[src/rtl/hub75_pkg.sv]
// Shared types and widths for the HUB75 scan driver.
// Holds the FSM state enum, channel count and width helpers.
package hub75_pkg;

   typedef enum logic [2:0] {
      IDLE,
      LOAD,
      SHIFT,
      LATCH,
      DISPLAY
   } state_t;

   // Six colour channels per framebuffer word: r1 g1 b1 r2 g2 b2.
   localparam int NUM_CH    = 6;
   localparam int BPC_DEF   = 2;
   localparam int PIX_W_DEF = NUM_CH * BPC_DEF;

   // Framebuffer word width for a given bits-per-channel.
   function automatic int pix_w(input int bpc);
      return NUM_CH * bpc;
   endfunction

   // Counter width for a range of n values, never below one bit.
   function automatic int cw1(input int n);
      return (n > 1) ? $clog2(n) : 1;
   endfunction

endpackage

[src/rtl/hub75_plane_mux.sv]
// Picks bit [plane] of each of the six colour channels in a
// framebuffer word.
// Ports: rd_data (six BPC-bit channels, r1 in the top bits),
//        plane (bit-plane index), pix ({r1,g1,b1,r2,g2,b2}).
module hub75_plane_mux
   import hub75_pkg::*;
#(
   parameter int BPC = 2,
   parameter int PW  = 1
) (
   input  logic [pix_w(BPC)-1:0] rd_data,
   input  logic [PW-1:0]         plane,
   output logic [NUM_CH-1:0]     pix
);

   logic [pix_w(BPC)-1:0] sh;

   // After the shift, bit [plane] of channel i sits at i*BPC.
   always_comb begin
      sh  = rd_data >> plane;
      pix = '0;
      for (int i = 0; i < NUM_CH; i++) begin
         pix[i] = sh[i*BPC];
      end
   end

endmodule

[src/rtl/hub75_scan_driver.sv]
// HUB75 LED panel scan driver: binary-coded-modulation refresh of a
// two-half panel from a 1-cycle-latency framebuffer.
// Ports: clk, reset (sync, active-high), enable (sampled at frame
//        start), rd_addr/rd_data (framebuffer {row,col} read),
//        r1..b2 (serial colour), row_sel, led_clk, lat, oe_n,
//        frame_done (one-cycle pulse per frame).
module hub75_scan_driver
   import hub75_pkg::*;
#(
   parameter int COLS      = 32,
   parameter int SCAN_ROWS = 16,
   parameter int BPC       = 2,
   parameter int ON_BASE   = 8
) (
   input  logic                                       clk,
   input  logic                                       reset,
   input  logic                                       enable,
   output logic [$clog2(SCAN_ROWS)+$clog2(COLS)-1:0]  rd_addr,
   input  logic [6*BPC-1:0]                           rd_data,
   output logic                                       r1,
   output logic                                       g1,
   output logic                                       b1,
   output logic                                       r2,
   output logic                                       g2,
   output logic                                       b2,
   output logic [$clog2(SCAN_ROWS)-1:0]               row_sel,
   output logic                                       led_clk,
   output logic                                       lat,
   output logic                                       oe_n,
   output logic                                       frame_done
);

   localparam int RW   = $clog2(SCAN_ROWS);
   localparam int CW   = $clog2(COLS);
   localparam int PW   = cw1(BPC);
   localparam int DMAX = ON_BASE << (BPC - 1);
   localparam int DW   = cw1(DMAX);

   localparam logic [CW-1:0] COL_LAST   = CW'(COLS - 1);
   localparam logic [RW-1:0] ROW_LAST   = RW'(SCAN_ROWS - 1);
   localparam logic [PW-1:0] PLANE_LAST = PW'(BPC - 1);
   localparam logic [CW-1:0] COL_ZERO   = '0;

   state_t               state;
   logic [RW-1:0]        row;
   logic [RW-1:0]        row_nxt;
   logic [CW-1:0]        col;
   logic [CW-1:0]        col_nxt;
   logic                 phase;
   logic [PW-1:0]        plane;
   logic [DW-1:0]        dcnt;
   logic [DW-1:0]        disp_last;
   logic [NUM_CH-1:0]    pix_now;
   logic [NUM_CH-1:0]    pix_q;
   logic [NUM_CH-1:0]    pix_out;

   hub75_plane_mux #(
      .BPC (BPC),
      .PW  (PW)
   ) u_mux (
      .rd_data (rd_data),
      .plane   (plane),
      .pix     (pix_now)
   );

   always_comb begin
      disp_last = DW'((ON_BASE << plane) - 1);
      col_nxt   = col + 1'b1;
      row_nxt   = row + 1'b1;
   end

   // rd_data for column c is stable across both phases of c, so
   // phase 0 shows it live and phase 1 shows the captured copy.
   assign pix_out = (state == SHIFT && !phase) ? pix_now : pix_q;
   assign {r1, g1, b1, r2, g2, b2} = pix_out;

   always_ff @(posedge clk) begin
      if (reset) begin
         state      <= IDLE;
         row        <= '0;
         col        <= '0;
         phase      <= 1'b0;
         plane      <= '0;
         dcnt       <= '0;
         pix_q      <= '0;
         rd_addr    <= '0;
         row_sel    <= '0;
         led_clk    <= 1'b0;
         lat        <= 1'b0;
         oe_n       <= 1'b1;
         frame_done <= 1'b0;
      end else begin
         frame_done <= 1'b0;
         unique case (state)
            IDLE: begin
               oe_n    <= 1'b1;
               lat     <= 1'b0;
               led_clk <= 1'b0;
               if (enable) begin
                  state   <= LOAD;
                  row     <= '0;
                  plane   <= '0;
                  rd_addr <= '0;
                  row_sel <= '0;
               end
            end
            LOAD: begin
               state <= SHIFT;
               col   <= '0;
               phase <= 1'b0;
            end
            SHIFT: begin
               if (!phase) begin
                  phase   <= 1'b1;
                  led_clk <= 1'b1;
                  pix_q   <= pix_now;
                  // Prefetch the next column; hold on the last one.
                  if (col != COL_LAST) begin
                     rd_addr <= {row, col_nxt};
                  end
               end else begin
                  phase   <= 1'b0;
                  led_clk <= 1'b0;
                  if (col == COL_LAST) begin
                     state <= LATCH;
                     lat   <= 1'b1;
                  end else begin
                     col <= col_nxt;
                  end
               end
            end
            LATCH: begin
               state <= DISPLAY;
               lat   <= 1'b0;
               oe_n  <= 1'b0;
               dcnt  <= '0;
            end
            DISPLAY: begin
               if (dcnt == disp_last) begin
                  oe_n <= 1'b1;
                  if (plane != PLANE_LAST) begin
                     plane   <= plane + 1'b1;
                     state   <= LOAD;
                     rd_addr <= {row, COL_ZERO};
                     row_sel <= row;
                  end else begin
                     plane <= '0;
                     if (row != ROW_LAST) begin
                        row     <= row_nxt;
                        state   <= LOAD;
                        rd_addr <= {row_nxt, COL_ZERO};
                        row_sel <= row_nxt;
                     end else begin
                        row        <= '0;
                        frame_done <= 1'b1;
                        // row_sel only moves on entry to LOAD.
                        if (enable) begin
                           state   <= LOAD;
                           rd_addr <= '0;
                           row_sel <= '0;
                        end else begin
                           state <= IDLE;
                        end
                     end
                  end
               end else begin
                  dcnt <= dcnt + 1'b1;
               end
            end
            default: state <= IDLE;
         endcase
      end
   end

endmodule

[config.mk]
export PLATFORM = sky130hd
export DESIGN_NAME = hub75_scan_driver
export DESIGN_NICKNAME = d
export VERILOG_FILES = /design/src/rtl/hub75_pkg.sv /design/src/rtl/hub75_plane_mux.sv /design/src/rtl/hub75_scan_driver.sv
export SDC_FILE = /design/constraint.sdc
export NUM_CORES = 1
export LEC_CHECK = 0
export CORE_MARGIN = 4
export CORE_UTILIZATION = 47
export DETAILED_ROUTE_END_ITERATION = 8
export PLACE_DENSITY = 0.69
export SLEW_MARGIN = 20
export SYNTH_ARGS = -nofsm -noshare
export SYNTH_HDL_FRONTEND = slang
export SYNTH_HIERARCHICAL = 1
export SYNTH_SLANG_ARGS = --single-unit
[constraint.sdc]
create_clock -name clk -period 2.8 [get_ports clk]
set_clock_uncertainty 0.1 [all_clocks]
set_input_delay 0.7 -clock clk [delete_from_list [all_inputs] [get_ports clk]]
set_output_delay 0.7 -clock clk [all_outputs]
set_load 0.02 [all_outputs]
==> results.toml <==
[global_routing]
grt_pass1_wl_um = 9270
antenna_found_initial = 0
grt_max_degree = 38
grt_pass1_vias = 1898
grt-ovfl-total = 0
grt_usage_pct = 19.0

[min_path]
holdCritPathClass = "reg2reg"

[power_and_ir_drop]
p_sw_uw = 334
internal_power_mw = 1.04
clkPwrFrac_pct = 42.8
share_comb_of_total_power_pct = 13.4
seqPwrFrac_pct = 43.8
power_density_nw_per_um2 = 481
p_leak_nw = 1.07
netSwitchingFraction_pct = 24.3
ir_drop_uv = 275

[logic_synthesis]
synth_edf_count = 0
netlist_area_um2 = 2290
synth_cells = 260
yosysTopAreaCell = "dfxtp_1"
syn_area_per_cell_um2 = 8.81
ys_ff_latch = 41
ys_warn_count = 6
yosysSeqAreaShare_pct = 35.8
ys.flop_type = "dfxtp_1"
synth_top_area_share_pct = 35.8
synthTopCellsByArea = "dfxtp_1 36%, a21oi_1 5.9%, mux2_2 3.9%, mux2_4 3.9%, nor2b_1 3.8%"
ys_types = 62
synth_common_cells = "41 x dfxtp_1, 27 x a21oi_1, 16 x nor2_1"
synth_nets = 279
synth_most_common_cell = "dfxtp_1"
synthArstFlopShare_pct = 0

[placement]
place_hpwl_um = 3920
place_congestion = 0.848
place_inst = 353
numPortBuffers = 37

[finish]
num-fill-cells = 442
stdcell_count = 363
seq_area_um2 = 821
multi_input_area_um2 = 1350
drive_gt1_share_pct = 14.2
fin_nets = 314
diodes = 0
area_growth_pct = 24.8

[clock_tree]
clk_latency_ns = 0.30
clockRootBuffer = "clkbuf_8"
cts_buffer_depth = 2
clock-sinks = 41
htree_levels = 2
cts_made_buffers = 5
cts.reportedPaths.clkPinSlew_ns = 0.09
cts_tree = "built"

[die]
coreArea_um2 = 4720
ios = 38
floorplan.initialDensity_pct = 48.5
rows = 25
dieArea_um2 = 6050
die_h_um = 77.8
fp.dieW_um = 77.8

[drt]
vias = 2042
drt_pass1_iterations = 5
viasPerCell = 5.63
drc = 0
drt_iter0_drc = 105
wl_per_cell_um = 15.5
drt_wl_total_um = 5620
postRouteAntennaNets = 0

[sta]
period_share_pct = 98.9
slew_headroom_pct = 60.3
tightest_slew_ns = 0.595
finalSetupViolCount = 0
hold_violations = 0
max_freq_mhz = 361
rsz0062_at_grt = "false"
min_period_ns = 2.77
slew_viol_final = 0
hold_slack_ns = 0.357

[worst_setup_path]
reg2reg_slack_ns = 0.31
path_max_fanout = 2
worstSetupPathType = "in2out"
start_kind = "input port"
cp-end-kind = "output port"
arrival_ns = 1.97
required_ns = 2.00

[outcome]
outcome = "completed"

[flow_run]
maxCapViolCount = 0
-- metrics by stage --
stage | power [mW] | setup slack [ns] | util (%) | cell area (um2) | setup TNS (ns)
2_1_floorplan | 0.733 | 0.431 | - | 2290 | 0
3_3_place_gp | 0.798 | -0.159 | 57.3 | 2710 | -0.928
3_5_place_dp | 0.800 | -0.197 | 57.3 | 2710 | -1.08
4_1_cts | 1.38 | 0.0201 | 60.5 | 2860 | 0
5_1_grt | 1.42 | 0.0104 | 60.5 | 2860 | 0
6_report | 1.37 | 0.0298 | 60.5 | 2860 | 0
-- critical path, cell delays in order --
cell and delay, ns:
clkdlybuf4s50_1 0.41, mux2_4 0.27, mux2_2 0.27, dlygate4sd2_1 0.32
-- power groups by stage --
stage               Combinational (mW)  Clock, mW  Sequential, mW
finish                           0.184      0.588           0.602
global route                     0.201      0.618           0.604
CTS                              0.185      0.597           0.602
detailed placement               0.185          0           0.615
global placement                 0.183          0           0.615
floorplan                        0.115          0           0.618
-- final cells by class --
cell class / instances / share of cell area, %
clock inverters: 3 / 2.41
repair buffers: 47 / 15.4
multi-input cells: 193 / 47.2
clock buffers: 5 / 2.41
flip-flops and latches: 41 / 28.7
inverters: 7 / 0.919
well taps: 67 / 2.93
-- cells in the final DEF, fill, tap and decap left out, types with 3 or more instances in the layout --
cell type and count:
a21oi_1 27, a22o_1 6, a31oi_1 3, a32o_1 4, buf_4 10, clkbuf_8 5, clkdlybuf4s50_1 31, dfxtp_1 41
dlygate4sd2_1 4, ha_1 4, inv_1 7, mux2_2 8, mux2_4 6, nand2_1 13, nand3_1 5, nand4b_1 3
nor2_1 16, nor2b_1 14, nor3_1 7, nor4_1 3, o21ai_0 15, xnor2_1 3
-- repair_timing --
| item | 4_1_cts | 5_1_grt |
|---|---|---|
| pin swaps | 1 | 1 |
| endpoints found under the setup margin | 6 | 6 |
| resized for setup | 7 | 2 |
| hold buffers | 0 | 0 |
| buffers inserted | 2 | 0 |
-- logic make-up after synthesis --
logic type,count (synthesis),share of synthesized area (%)
XOR/XNOR,5,1.91
flip-flops,41,35.8
multiplexers,14,7.87
AO/OA/AOI/OAI,84,24.6
AND/OR/NAND/NOR,86,22.2
buffers and inverters,26,5.36
adder cells (fa/ha/maj),4,2.19
-- path summary, 6_finish.rpt --
path,from,to,cells after the start
max,rd_data[4],r2,4
min,row_sel[3]$_SDFFE_PP0P_,row_sel[3]$_SDFFE_PP0P_,1
max reg2reg,plane$_SDFFE_PP0P_,rd_addr[8]$_SDFFE_PP0P_,5
min reg2reg,row_sel[3]$_SDFFE_PP0P_,row_sel[3]$_SDFFE_PP0P_,1
-- sequential cells by signal (all words and copies together), names as in the netlist --
signal,cells
dcnt,4
frame_done,1
state,3
rd_addr,9
oe_n,1
phase,1
row,4
row_sel,4
col,5
lat,1
pix_q,6
led_clk,1
plane,1
-- metal layers --
layer / global-route usage [%] / part of all wire [%] / wire length, um / up-vias
met5: 0 / 0 / 0 / -
met4: 5.87 / 1.5 / 87 / 0
met3: 4.76 / 4.8 / 267 / 9
met2: 31.0 / 48 / 2700 / 42
met1: 24.6 / 46 / 2560 / 955
li1: - / - / - / 1036
Power figures use the tool's default switching activity.
